## src/rtl/v_lsu_pkg.sv

```systemverilog
// Shared CPU definitions used by the MEM-stage load/store unit.
// Opcodes, LSU state encoding and default bus widths.
package v_cpu_pkg;

  localparam logic [5:0] OP_SW = 6'b010000;
  localparam logic [5:0] OP_LW = 6'b010001;

  localparam int LSU_ADDR_W = 8;
  localparam int LSU_DATA_W = 32;

  typedef enum logic [1:0] {
    LSU_IDLE = 2'd0,
    LSU_REQ  = 2'd1,
    LSU_RESP = 2'd2,
    LSU_DONE = 2'd3
  } lsu_state_t;

endpackage

```

## src/rtl/v_lsu_if.sv

```systemverilog
// Word bus between the LSU and data memory.
// req/gnt request phase, rvalid response phase.
interface v_lsu_if
  import v_cpu_pkg::*;
#(
  parameter int ADDR_W = LSU_ADDR_W,
  parameter int DATA_W = LSU_DATA_W
) ();

  logic              req;
  logic              we;
  logic [ADDR_W-1:0] addr;
  logic [DATA_W-1:0] wdata;
  logic              gnt;
  logic              rvalid;
  logic [DATA_W-1:0] rdata;

  modport master (
    output req, we, addr, wdata,
    input  gnt, rvalid, rdata
  );

  modport slave (
    input  req, we, addr, wdata,
    output gnt, rvalid, rdata
  );

endinterface

```

## src/rtl/v_lsu_timer.sv

```systemverilog
// Access watchdog for the LSU (built only with LSU_TIMEOUT_EN).
// Clears on load, counts while enabled, flags the final cycle.
module v_lsu_timer #(
  parameter int CYC = 16
) (
  input  logic clk,
  input  logic rst_n,
  input  logic load,
  input  logic en,
  output logic expire
);

  localparam int W = $clog2(CYC + 1);

  logic [W-1:0] cnt_q;

  always_ff @(posedge clk) begin
    if (!rst_n) begin
      cnt_q <= '0;
    end else if (load) begin
      cnt_q <= '0;
    end else if (en) begin
      cnt_q <= cnt_q + 1'b1;
    end
  end

  assign expire = en && (cnt_q == W'(CYC - 1));

endmodule

```

## src/rtl/v_lsu.sv

```systemverilog
// MEM-stage load/store initiator driving the req/gnt/rvalid bus.
// Define LSU_TIMEOUT_EN to abort accesses that stall too long.
module v_lsu
  import v_cpu_pkg::*;
#(
  parameter int ADDR_W = LSU_ADDR_W,
  parameter int DATA_W = LSU_DATA_W
`ifdef LSU_TIMEOUT_EN
  ,
  parameter int TIMEOUT_CYC = 16
`endif
) (
  input  logic              clk,
  input  logic              rst_n,
  input  logic              start_i,
  input  logic [5:0]        op_i,
  input  logic [31:0]       addr_i,
  input  logic [DATA_W-1:0] wdata_i,
  output logic              busy_o,
  output logic              done_o,
  output logic [DATA_W-1:0] rdata_o,
  output logic              err_o,
  v_lsu_if.master           mem
);

  lsu_state_t state_q, state_d;

  logic              accept;
  logic              capture;
  logic              abort;
  logic              expire;
  logic              is_mem;
  logic              range_bad;
  logic              we_q;
  logic              err_q;
  logic [ADDR_W-1:0] addr_q;
  logic [DATA_W-1:0] wdata_q;
  logic [DATA_W-1:0] rdata_q;

  assign is_mem    = (op_i == OP_SW) || (op_i == OP_LW);
  assign range_bad = |addr_i[31:ADDR_W];

  always_ff @(posedge clk) begin
    if (!rst_n) state_q <= LSU_IDLE;
    else        state_q <= state_d;
  end

  always_comb begin
    state_d = state_q;
    accept  = 1'b0;
    capture = 1'b0;
    abort   = 1'b0;
    unique case (state_q)
      LSU_IDLE: begin
        if (start_i) begin
          accept  = 1'b1;
          state_d = (is_mem && !range_bad) ? LSU_REQ : LSU_DONE;
        end
      end
      LSU_REQ: begin
        if (mem.gnt) begin
          state_d = we_q ? LSU_DONE : LSU_RESP;
        end else if (expire) begin
          abort   = 1'b1;
          state_d = LSU_DONE;
        end
      end
      LSU_RESP: begin
        if (mem.rvalid) begin
          capture = 1'b1;
          state_d = LSU_DONE;
        end else if (expire) begin
          abort   = 1'b1;
          state_d = LSU_DONE;
        end
      end
      LSU_DONE: state_d = LSU_IDLE;
    endcase
  end

  // Non-memory ops leave rdata untouched; errors force it to zero.
  always_ff @(posedge clk) begin
    if (!rst_n) begin
      we_q    <= 1'b0;
      err_q   <= 1'b0;
      addr_q  <= '0;
      wdata_q <= '0;
      rdata_q <= '0;
    end else begin
      if (accept) begin
        we_q    <= (op_i == OP_SW);
        err_q   <= is_mem && range_bad;
        addr_q  <= addr_i[ADDR_W-1:0];
        wdata_q <= wdata_i;
        if (is_mem && range_bad) rdata_q <= '0;
      end
      if (capture) rdata_q <= mem.rdata;
      if (abort) begin
        err_q   <= 1'b1;
        rdata_q <= '0;
      end
    end
  end

`ifdef LSU_TIMEOUT_EN
  logic tmr_load;
  logic tmr_en;

  assign tmr_load = (state_q == LSU_IDLE);
  assign tmr_en   = (state_q == LSU_REQ) || (state_q == LSU_RESP);

  v_lsu_timer #(
    .CYC (TIMEOUT_CYC)
  ) u_timer (
    .clk    (clk),
    .rst_n  (rst_n),
    .load   (tmr_load),
    .en     (tmr_en),
    .expire (expire)
  );
`else
  assign expire = 1'b0;
`endif

  assign busy_o    = (state_q != LSU_IDLE);
  assign done_o    = (state_q == LSU_DONE);
  assign err_o     = done_o && err_q;
  assign rdata_o   = rdata_q;

  assign mem.req   = (state_q == LSU_REQ);
  assign mem.we    = mem.req && we_q;
  assign mem.addr  = mem.req ? addr_q : '0;
  assign mem.wdata = mem.req ? wdata_q : '0;

endmodule

```

## src/flat_wrapper.sv

```systemverilog
// flat-port wrapper written by rule: the top's interface ports become plain ports
module v_lsu_flat import v_cpu_pkg::*;
#(
  parameter int ADDR_W = LSU_ADDR_W,
  parameter int DATA_W = LSU_DATA_W

)
  (clk, rst_n, start_i, op_i, addr_i, wdata_i, busy_o, done_o, rdata_o, err_o, mem_req, mem_we, mem_addr, mem_wdata, mem_gnt, mem_rvalid, mem_rdata);
  v_lsu_if #(.ADDR_W(ADDR_W), .DATA_W(DATA_W)) mem_i ();
  input  logic clk;
  input  logic rst_n;
  input  logic start_i;
  input  logic [5:0] op_i;
  input  logic [31:0] addr_i;
  input  logic [DATA_W-1:0] wdata_i;
  output logic busy_o;
  output logic done_o;
  output logic [DATA_W-1:0] rdata_o;
  output logic err_o;
  output wire logic [$bits(mem_i.req)-1:0] mem_req;
  output wire logic [$bits(mem_i.we)-1:0] mem_we;
  output wire logic [$bits(mem_i.addr)-1:0] mem_addr;
  output wire logic [$bits(mem_i.wdata)-1:0] mem_wdata;
  input wire logic [$bits(mem_i.gnt)-1:0] mem_gnt;
  input wire logic [$bits(mem_i.rvalid)-1:0] mem_rvalid;
  input wire logic [$bits(mem_i.rdata)-1:0] mem_rdata;
  assign mem_req = mem_i.req;
  assign mem_we = mem_i.we;
  assign mem_addr = mem_i.addr;
  assign mem_wdata = mem_i.wdata;
  assign mem_i.gnt = mem_gnt;
  assign mem_i.rvalid = mem_rvalid;
  assign mem_i.rdata = mem_rdata;
  v_lsu #(.ADDR_W(ADDR_W), .DATA_W(DATA_W)) u_core (.clk(clk), .rst_n(rst_n), .start_i(start_i), .op_i(op_i), .addr_i(addr_i), .wdata_i(wdata_i), .busy_o(busy_o), .done_o(done_o), .rdata_o(rdata_o), .err_o(err_o), .mem(mem_i));
endmodule
```

## config.mk

```make
export PLATFORM = sky130hd
export DESIGN_NAME = v_lsu_flat
export DESIGN_NICKNAME = d
export VERILOG_FILES = /design/src/rtl/v_lsu_pkg.sv /design/src/rtl/v_lsu_if.sv /design/src/rtl/v_lsu_timer.sv /design/src/rtl/v_lsu.sv /design/src/flat_wrapper.sv
export SDC_FILE = /design/constraint.sdc
export NUM_CORES = 1
export LEC_CHECK = 0
export CAP_MARGIN = 20
export CORE_ASPECT_RATIO = 0.6
export CORE_MARGIN = 4
export CORE_UTILIZATION = 37
export DETAILED_ROUTE_END_ITERATION = 10
export HOLD_SLACK_MARGIN = 0.15
export PLACE_DENSITY = 0.8
export SETUP_SLACK_MARGIN = 0.15
export SYNTH_ARGS = -nofsm -noshare
export SYNTH_HDL_FRONTEND = slang
export SYNTH_SLANG_ARGS = --single-unit
export TNS_END_PERCENT = 100
```

## constraint.sdc

```tcl
create_clock -name clk -period 2 [get_ports clk]
set_clock_uncertainty 0.15 [all_clocks]
set_input_delay 0.4 -clock clk [delete_from_list [all_inputs] [get_ports clk]]
set_output_delay 0.4 -clock clk [all_outputs]
set_load 0.01 [all_outputs]
```

==> summary.txt, run 1 <==
Outcome
  – Status: finished clean

Routing
  – 1st-iter DRT viols: 169
  – WL final: 10,800 um
  – Via/cell ratio: 5.01
  – Vias: 3,226
  – Wire per inst: 16.8 um
  – Routed Antenna Nets: 0
  – DRC: 0
  – Initial DRT Pass Iterations: 4

CTS
  – Clock Tree Root: clkbuf_16
  – CTS max path bufs: 2
  – CTS tree: done
  – Reg clk slew, reported paths: 0.05 ns
  – H-tree levels: 3
  – Clock Sinks: 76
  – Worst-Skew Late Latency: 0.33 ns
  – TritonCTS Buffers: 9

Timing
  – Max-slew violations: 0
  – Fin crit period: 1.96 ns
  – Final hold slack: 0.299 ns
  – Final WS setup: 0.0389 ns
  – Final period util: 98.1%
  – Fmax: 510 MHz
  – # setup viols final: 0
  – Relative slew slack: 68.8%
  – Slew @ Worst Pin: 0.468 ns
  – RSZ-0062 raised after global routing: yes
  – Hold Vio Cnt, Final: 0

Power
  – Sw Ratio: 29.6%
  – P per Cell Area: 983 nW/um^2
  – VDD IR max: 0.649 mV
  – Clk network pwr share: 31.1%
  – Pwr Total: 5.60 mW
  – Combinational power share: 35.2%
  – Total internal power: 3.94 mW
  – Flop pwr share: 33.8%
  – Net Switching: 1.66 mW
  – Pleak: 2.34 nW

Setup path
  – CP max FO: 6
  – WP data required: 1.45 ns
  – Critical path type: flop to output pin
  – CP Launch Type: flop
  – Critical Path Sink Type: output pin
  – Worst EP arrival: 1.41 ns

Final layout
  – Commonest non-fill, non-tap cell in the layout: clkdlybuf4s50_1
  – Layout Utilization: 72.0%
  – Area Overhead vs Synth: 87.8%
  – Final #Nets: 643
  – ANT cells: 0
  – Most frequent cells in the layout: clkdlybuf4s50_1 (125), nand2_1 (85), dfxtp_1 (74)
  – Share of post-route cells with drive strength above 1: 25.6%

Global routing
  – GR Util All Layers: 21.1%
  – First-pass GRT wire length: 16,500 um
  – Pin count of the biggest net entering global routing: 44
  – Antenna violations before repair: 0
  – Grt total ovfl: 0
  – Vias in the first global route: 3,294

Floorplanning
  – Starting Density: 38.3%
  – Die height: 78.1 um
  – # rows: 25
  – Die width: 125 um
  – Die ar.: 9760 sq um
  – Core area: 7910 sq um
  – IO Pins: 184

Synth
  – Warnings from Yosys: 0
  – Syn Nets: 451
  – Netlist cell types: 22
  – Syn Std Cell Area: 3030 sq um
  – Sequential share of the synthesized area: 50.1%
  – Mapped Avg Cell Area: 8.95 sq um
  – Gate Count Post-Synth: 339
  – Synthesized flop and latch total: 76

Placement
  – Worst slack at placement: -0.140 ns
  – Post-DP HPWL: 7460 um
  – RePlAce Congestion: 0.830
  – Port Buf Inserts: 183

Flow run
  – Max-Cap Viols: 0

Hold path
  – Hold crit path type: flop to flop
==> worst paths after layout <==
kind                                                 startpoint                         endpoint  slack [ns]  cells past startpoint
worst max-delay path             u_core.state_q[1]$_SDFFE_PN0P_                     mem_wdata[6]        0.04                      6
worst max register to register   u_core.state_q[1]$_SDFFE_PN0P_   u_core.state_q[1]$_SDFFE_PN0P_        0.21                      9
worst min-delay path            u_core.wdata_q[30]$_SDFFE_PN0P_  u_core.wdata_q[30]$_SDFFE_PN0P_        0.30                      2
worst min register to register  u_core.wdata_q[30]$_SDFFE_PN0P_  u_core.wdata_q[30]$_SDFFE_PN0P_        0.30                      2
==> layer usage <==
metal / GRT usage [%] / vias up / routed length [um]
li1: - / 1556 / -
met1: 24.5 / 1530 / 4500
met2: 35.8 / 126 / 5220
met3: 8.63 / 14 / 916
met4: 6.60 / 0 / 191
met5: 0 / - / 0
==> critical path: stages (launching register included) <==
cell and delay [ns]:
dfxtp_2 0.33, inv_2 0.05, ha_4 0.18, buf_6 0.13
clkbuf_16 0.15, and2_4 0.14, buf_6 0.11
==> power groups by stage <==
| stage | clock [mW] | combinational, mW | sequential, mW |
|---|---|---|---|
| 2_1_floorplan | 0 | 0.702 | 1.92 |
| 3_3_place_gp | 0 | 1.56 | 1.88 |
| 3_5_place_dp | 0 | 1.59 | 1.90 |
| 4_1_cts | 1.77 | 1.82 | 1.88 |
| 5_1_grt | 1.83 | 2.14 | 1.92 |
| 6_report | 1.74 | 1.97 | 1.89 |
==> Yosys cell counts <==
library cell  number  share of area, %
a32o_1            32                11
nor4_1             2              0.41
ha_1               5               2.1
and3_1             2              0.41
nor4_2             4               1.6
inv_1              4              0.49
nand2b_1           1              0.21
o211ai_4           1              0.70
nor2_1             3              0.37
and2_1            43               8.9
inv_2              1              0.12
o221ai_1           1              0.29
dfxtp_1           76                50
o21bai_1           2              0.49
nand2_1           86                11
o41ai_1            1              0.29
buf_6              3               1.1
nand4_1            2              0.41
a211oi_1           1              0.25
a2111oi_0          1              0.29
clkbuf_1          24               3.0
a21oi_1           44               7.3
==> per-stage QoR <==
stage | instances | area (sq um) | TNS [ns]
after detailed placement | 621 | 5050 | -5.51
after CTS | 643 | 5490 | 0
after global placement | 621 | 5050 | -4.92
after global routing | 644 | 5700 | -0.00672
after floorplan | 339 | 3030 | 0
final | 644 | 5700 | 0
==> cell families (layout without fill, tap and decap cells) <==
logic type | Yosys count | after routing | share of synthesized area, %
adders and majority gates | 5 | 5 | 2.06
AOI/OAI and AO/OA | 83 | 83 | 20.1
and+or+nand+nor | 143 | 143 | 23.0
buffers and inverters | 32 | 229 | 4.70
DFF | 76 | 76 | 50.1
==> state kept, by name, indices dropped and copies added, names as in the netlist <==
signal	cells
u_core.state_q	2
u_core.wdata_q	32
u_core.addr_q	8
u_core.we_q	1
u_core.rdata_o	32
u_core.err_q	1
==> cell type report <==
| cell class | instances | area, sq um |
|---|---|---|
| Fill cell | 570 | 2220 |
| Timing Repair Buffer | 208 | 2160 |
| Multi-Input combinational cell | 231 | 1530 |
| Sequential cell | 76 | 1520 |
| Clock buffer | 11 | 243 |
| Tap cell | 108 | 135 |
| Clock inverter | 5 | 85.1 |
| Inverter | 5 | 21.3 |
==> what timing repair did <==
action                                  4_1_cts  5_1_grt
gates cloned                                  2        1
hold buffers                                  0        0
pin swaps                                     9       29
hold endpoints to repair                      0        0
endpoints found under the setup margin      107      107
gates resized for setup                     238       49
setup buffers                                 4        0
Note: power is estimated with default switching activity, not from simulation.
==> run 2: changes to the inputs <==
--- a/config.mk
+++ b/config.mk
@@ -11,8 +11,10 @@
 export CORE_UTILIZATION = 37
 export DETAILED_ROUTE_END_ITERATION = 10
 export HOLD_SLACK_MARGIN = 0.15
+export MAX_ROUTING_LAYER = met4
 export PLACE_DENSITY = 0.8
 export SETUP_SLACK_MARGIN = 0.15
+export SKIP_CTS_REPAIR_TIMING = 1
 export SYNTH_ARGS = -nofsm -noshare
 export SYNTH_HDL_FRONTEND = slang
 export SYNTH_SLANG_ARGS = --single-unit
==> run 2 against run 1 <==
  * Combinational power is 7% higher
  * Hold slack better by 0.00071 ns
  * Critical path type unchanged
  * Design area is 2.9% higher
  * Die area stayed put
  * Highest routed layer unchanged
  * Clock-buffer cell count stayed put
  * Largest cell class unchanged
  * Critical path depth stayed put
  * First-iteration DRC count is 11% higher
  * Sequential power hardly changed
  * Register-to-register slack hardly changed
  * Non-clock buffer count is 11 higher
  * Setup slack worse by 0.030 ns
  * Power is 2.7% higher
==> summary.txt, run 2 (synthesis results as in run 1) <==
Outcome
  – Status: finished clean

Placement
  – RePlAce Congestion: 0.843
  – Post-DP HPWL: 7460 um
  – DP Area: 5050 sq um
  – Port Buf Inserts: 183

CTS
  – Worst-Skew Late Latency: 0.33 ns
  – Reg clk slew, reported paths: 0.06 ns
  – CTS tree: done
  – Clock Sinks: 76
  – TritonCTS Buffers: 9
  – H-tree levels: 3
  – Clock Tree Root: clkbuf_16
  – CTS max path bufs: 2

Power
  – Total internal power: 4.03 mW
  – Pleak: 2.44 nW
  – Clk network pwr share: 30.5%
  – Net Switching: 1.72 mW
  – P per Cell Area: 980 nW/um^2
  – Sw Ratio: 29.9%
  – VDD IR max: 0.650 mV
  – Combinational power share: 36.5%
  – Flop pwr share: 33.0%

Floorplanning
  – # rows: 25
  – Starting Density: 38.3%
  – IO Pins: 184
  – Die width: 125 um
  – Core area: 7910 sq um
  – Die ar.: 9760 sq um
  – Die height: 78.1 um

Final layout
  – Post-route cell area: 5860 sq um
  – Commonest non-fill, non-tap cell in the layout: clkdlybuf4s50_1
  – Most frequent cells in the layout: clkdlybuf4s50_1 (125), nand2_1 (86), dfxtp_1 (74)
  – Area Overhead vs Synth: 93.3%
  – Layout Utilization: 74.1%
  – Share of post-route cells with drive strength above 1: 26.7%
  – Final #Nets: 654
  – ANT cells: 0

Routing
  – Via/cell ratio: 5.05
  – DRC: 0
  – Initial DRT Pass Iterations: 4
  – Vias: 3,305
  – 1st-iter DRT viols: 187
  – Routed Antenna Nets: 0
  – Wire per inst: 17.6 um
  – WL final: 11,500 um

Setup path
  – Reg2reg setup slack: 0.21 ns
  – CP top delay family: buffers and inverters
  – WP buf/inv: 4
  – CP Launch Type: flop
  – Worst EP arrival: 1.44 ns
  – Critical Path Sink Type: output pin
  – CP max FO: 6
  – R2R Path End: u_core.state_q[1]$_SDFFE_PN0P_
  – Path depth of the worst reg2reg path: 9
  – CP cell instances: inv_2, ha_4, buf_6, buf_12, and2_1, clkbuf_2
  – WP data required: 1.45 ns
  – RR Startpoint: u_core.state_q[1]$_SDFFE_PN0P_
  – Critical path type: flop to output pin
  – Slowest stage delay, CP: 0.33 ns
  – Crit-path slowest cell: dfxtp_2

Flow run
  – Max-Cap Viols: 0

Global routing
  – GR Util All Layers: 20.6%
  – Grt total ovfl: 0
  – Pin count of the biggest net entering global routing: 44
  – Antenna violations before repair: 0
  – First-pass GRT wire length: 15,700 um
  – Vias in the first global route: 3,217

Timing
  – Slew @ Worst Pin: 0.473 ns
  – Setup TNS: 0 ns
  – Max-slew violations: 0
  – Fmax: 502 MHz
  – RSZ-0062 raised after global routing: yes
  – Fin crit period: 1.99 ns
  – # setup viols final: 0
  – Relative slew slack: 68.4%
  – Final period util: 99.6%
  – Hold Vio Cnt, Final: 0

Hold path
  – Min-delay src: u_core.wdata_q[30]$_SDFFE_PN0P_
  – Hold path cells: 2
  – WHS Endpoint: u_core.wdata_q[30]$_SDFFE_PN0P_
  – Hold crit path type: flop to flop
run 2: tightest hold or removal path, cell delays in order (launching register included):
cell	delay, ns
dfxtp_1	0.30
nand2_1	0.05
a21oi_1	0.05
run 2: cell type report:
cell class                      instances  area [sq um]
Timing Repair Buffer                  219          2320
Fill cell                             561          2050
Multi-Input combinational cell        231          1530
Sequential cell                        76          1520
Clock buffer                           11           243
Tap cell                              108           135
Clock inverter                          5          85.1
Inverter                                5          21.3
run 2: metal layers:
layer | vias up | global-route usage (%) | share of wire, %
li1 | 1581 | - | -
met4 | 0 | 6.71 | 2.3
met2 | 140 | 33.7 | 47
met3 | 21 | 7.61 | 7.4
met1 | 1563 | 23.8 | 43
met5 | - | - | 0
run 2: power groups by stage:
stage	sequential (mW)	combinational [mW]	clock, mW
2_1_floorplan	1.92	0.702	0
3_3_place_gp	1.88	1.56	0
3_5_place_dp	1.90	1.59	0
4_1_cts	1.87	1.60	1.77
5_1_grt	1.92	2.25	1.83
6_report	1.90	2.10	1.75
run 2: worst max path at each step:
stage | start | end | slack (ns) | depth (start not counted)
after floorplan | u_core.state_q[1]$_SDFFE_PN0P_ | u_core.state_q[1]$_SDFFE_PN0P_ | 0.25 | 6
after global placement | addr_i[27] | u_core.rdata_o[24]$_SDFFE_PN0P_ | -0.12 | 6
after detailed placement | addr_i[13] | u_core.state_q[1]$_SDFFE_PN0P_ | -0.14 | 5
after CTS | u_core.state_q[1]$_SDFFE_PN0P_ | mem_addr[1] | -0.42 | 5
after global routing | u_core.state_q[1]$_SDFFE_PN0P_ | mem_wdata[6] | -0.03 | 6
final | u_core.state_q[1]$_SDFFE_PN0P_ | mem_wdata[6] | 0.009 | 6
run 2: per-stage QoR:
step,hold WS (ns),power (mW),instances,setup slack (ns)
after floorplan,0.277,2.62,339,0.255
after global placement,0.287,3.44,621,-0.117
after detailed placement,0.294,3.49,621,-0.140
after CTS,0.302,5.24,637,-0.425
after global routing,0.324,6.01,655,-0.0268
final,0.300,5.75,655,0.00883
==> run 3: changes to the inputs <==
--- a/config.mk
+++ b/config.mk
@@ -15,6 +15,7 @@
 export PLACE_DENSITY = 0.8
 export SETUP_SLACK_MARGIN = 0.15
 export SKIP_CTS_REPAIR_TIMING = 1
+export SKIP_LAST_GASP = 1
 export SYNTH_ARGS = -nofsm -noshare
 export SYNTH_HDL_FRONTEND = slang
 export SYNTH_SLANG_ARGS = --single-unit
==> run 3 against run 2 <==
  * The run now ends with negative setup slack left
  * Utilization rose by 0.079 points
  * Register-to-register slack lost 0.06 ns
  * Non-clock buffer count unchanged
  * Clock-buffer cell count is the same
  * Critical path type unchanged
  * Largest cell class unchanged
==> summary.txt, run 3 (synthesis results as in run 1) <==
Timing
  – Max-slew violations: 0
  – Final WS setup: -0.0245 ns
  – RSZ-0062 raised after global routing: yes
  – Relative slew slack: 69.4%
  – Final hold slack: 0.300 ns
  – Final period util: 101%
  – Slew @ Worst Pin: 0.459 ns
  – # setup viols final: 1
  – Fmax: 494 MHz
  – Hold Vio Cnt, Final: 0
  – Fin crit period: 2.02 ns

Power
  – Net Switching: 1.70 mW
  – VDD IR max: 0.654 mV
  – P per Cell Area: 975 nW/um^2
  – Pwr Total: 5.72 mW
  – Total internal power: 4.02 mW
  – Sw Ratio: 29.7%
  – Flop pwr share: 33.1%
  – Clk network pwr share: 30.4%
  – Pleak: 2.46 nW
  – Combinational power share: 36.5%

Final layout
  – Share of post-route cells with drive strength above 1: 26.3%
  – FF+latch area: 1520 sq um
  – Commonest non-fill, non-tap cell in the layout: clkdlybuf4s50_1
  – Fillcell total: 561
  – Area Overhead vs Synth: 93.5%
  – ANT cells: 0
  – Most frequent cells in the layout: clkdlybuf4s50_1 (125), nand2_1 (86), dfxtp_1 (74)
  – Final #Nets: 654
  – Area of the multi-input gates: 1530 sq um

Floorplanning
  – Die height: 78.1 um
  – # rows: 25
  – Core area: 7910 sq um
  – IO Pins: 184
  – Die ar.: 9760 sq um
  – Starting Density: 38.3%
  – Die width: 125 um

Setup path
  – CP max FO: 6
  – Critical Path Sink Type: output pin
  – Worst EP arrival: 1.47 ns
  – CP Launch Type: flop
  – WP data required: 1.45 ns
  – Critical path type: flop to output pin

Global routing
  – Pin count of the biggest net entering global routing: 44
  – GR Util All Layers: 20.6%
  – Global routing usage on met1: 23.8%
  – Grt total ovfl: 0
  – Vias in the first global route: 3,217
  – Most used routing layer: met2
  – Antenna violations before repair: 0
  – M3 GR Usage: 7.61%
  – First-pass GRT wire length: 15,700 um
  – M2 GR Usage: 33.7%

CTS
  – Clock Tree Root: clkbuf_16
  – Clock Sinks: 76
  – Reg clk slew, reported paths: 0.06 ns
  – Worst-Skew Late Latency: 0.32 ns
  – CTS tree: done
  – H-tree levels: 3
  – CTS max path bufs: 2
  – TritonCTS Buffers: 9

Routing
  – Wire per inst: 17.6 um
  – DRC: 0
  – 1st-iter DRT viols: 175
  – WL final: 11,600 um
  – Initial DRT Pass Iterations: 4
  – Vias: 3,290
  – Via/cell ratio: 5.02
  – Routed Antenna Nets: 0

Placement
  – Port Buf Inserts: 183
  – Post-DP HPWL: 7460 um
  – RePlAce Congestion: 0.843

Outcome
  – Status: finished with violations
  – Violated checks: negative setup slack

Flow run
  – Max-Cap Viols: 0

Hold path
  – Hold crit path type: flop to flop
[run 3: changes by cell type in the layout (fill, tap and decap cells not counted)]
cell,before,now
buf_6,38,37
inv_4,1,0
dlymetal6s2s_1,14,16
inv_2,2,3
buf_2,5,4
[run 3: metrics by stage]
stage	setup TNS, ns	setup WS [ns]	utilization (%)	std cells	cell area [sq um]
after global routing	-0.152	-0.0686	74.2	655	5870
final	-0.0245	-0.0245	74.2	655	5870
after CTS	-16.26	-0.425	68.0	637	5380
after detailed placement	-5.51	-0.140	63.9	621	5050
after global placement	-4.92	-0.117	63.9	621	5050
after floorplan	0	0.255	-	339	3030
[run 3: metal layers]
layer	up-vias	part of all wire, %
li1	1582	-
met1	1542	43
met2	150	48
met3	16	7.2
met4	0	1.8
met5	-	0
[run 3: power groups by stage]
| stage | registers, mW | clock network (mW) | logic [mW] |
|---|---|---|---|
| after floorplan | 1.92 | 0 | 0.702 |
| after global placement | 1.88 | 0 | 1.56 |
| after detailed placement | 1.90 | 0 | 1.59 |
| after CTS | 1.87 | 1.77 | 1.60 |
| after global routing | 1.92 | 1.83 | 2.24 |
| final | 1.89 | 1.74 | 2.09 |
[run 3: critical path, stage by stage (launching register included)]
cell	delay, ns
dfxtp_2	0.33
inv_2	0.05
ha_4	0.16
buf_6	0.14
buf_12	0.14
and2_1	0.16
dlymetal6s2s_1	0.17
[run 3: worst paths after layout]
check                                                    start                              end  slack [ns]  cells after the start
worst min-delay path             u_core.addr_q[5]$_SDFFE_PN0P_    u_core.addr_q[5]$_SDFFE_PN0P_        0.30                      2
worst min register to register   u_core.addr_q[5]$_SDFFE_PN0P_    u_core.addr_q[5]$_SDFFE_PN0P_        0.30                      2
worst max register to register  u_core.state_q[0]$_SDFFE_PN0P_  u_core.rdata_o[21]$_SDFFE_PN0P_        0.15                      8
worst max-delay path            u_core.state_q[1]$_SDFFE_PN0P_                     mem_wdata[6]       -0.02                      6
[run 3: area by class of cell]
cell class,instances,area share (%)
multi-input combinational,231,26.1
clock inverter,5,1.45
inverter,5,0.320
tap,108,2.30
clock buffer,11,4.13
sequential,76,26.0
timing repair buffer,219,39.7
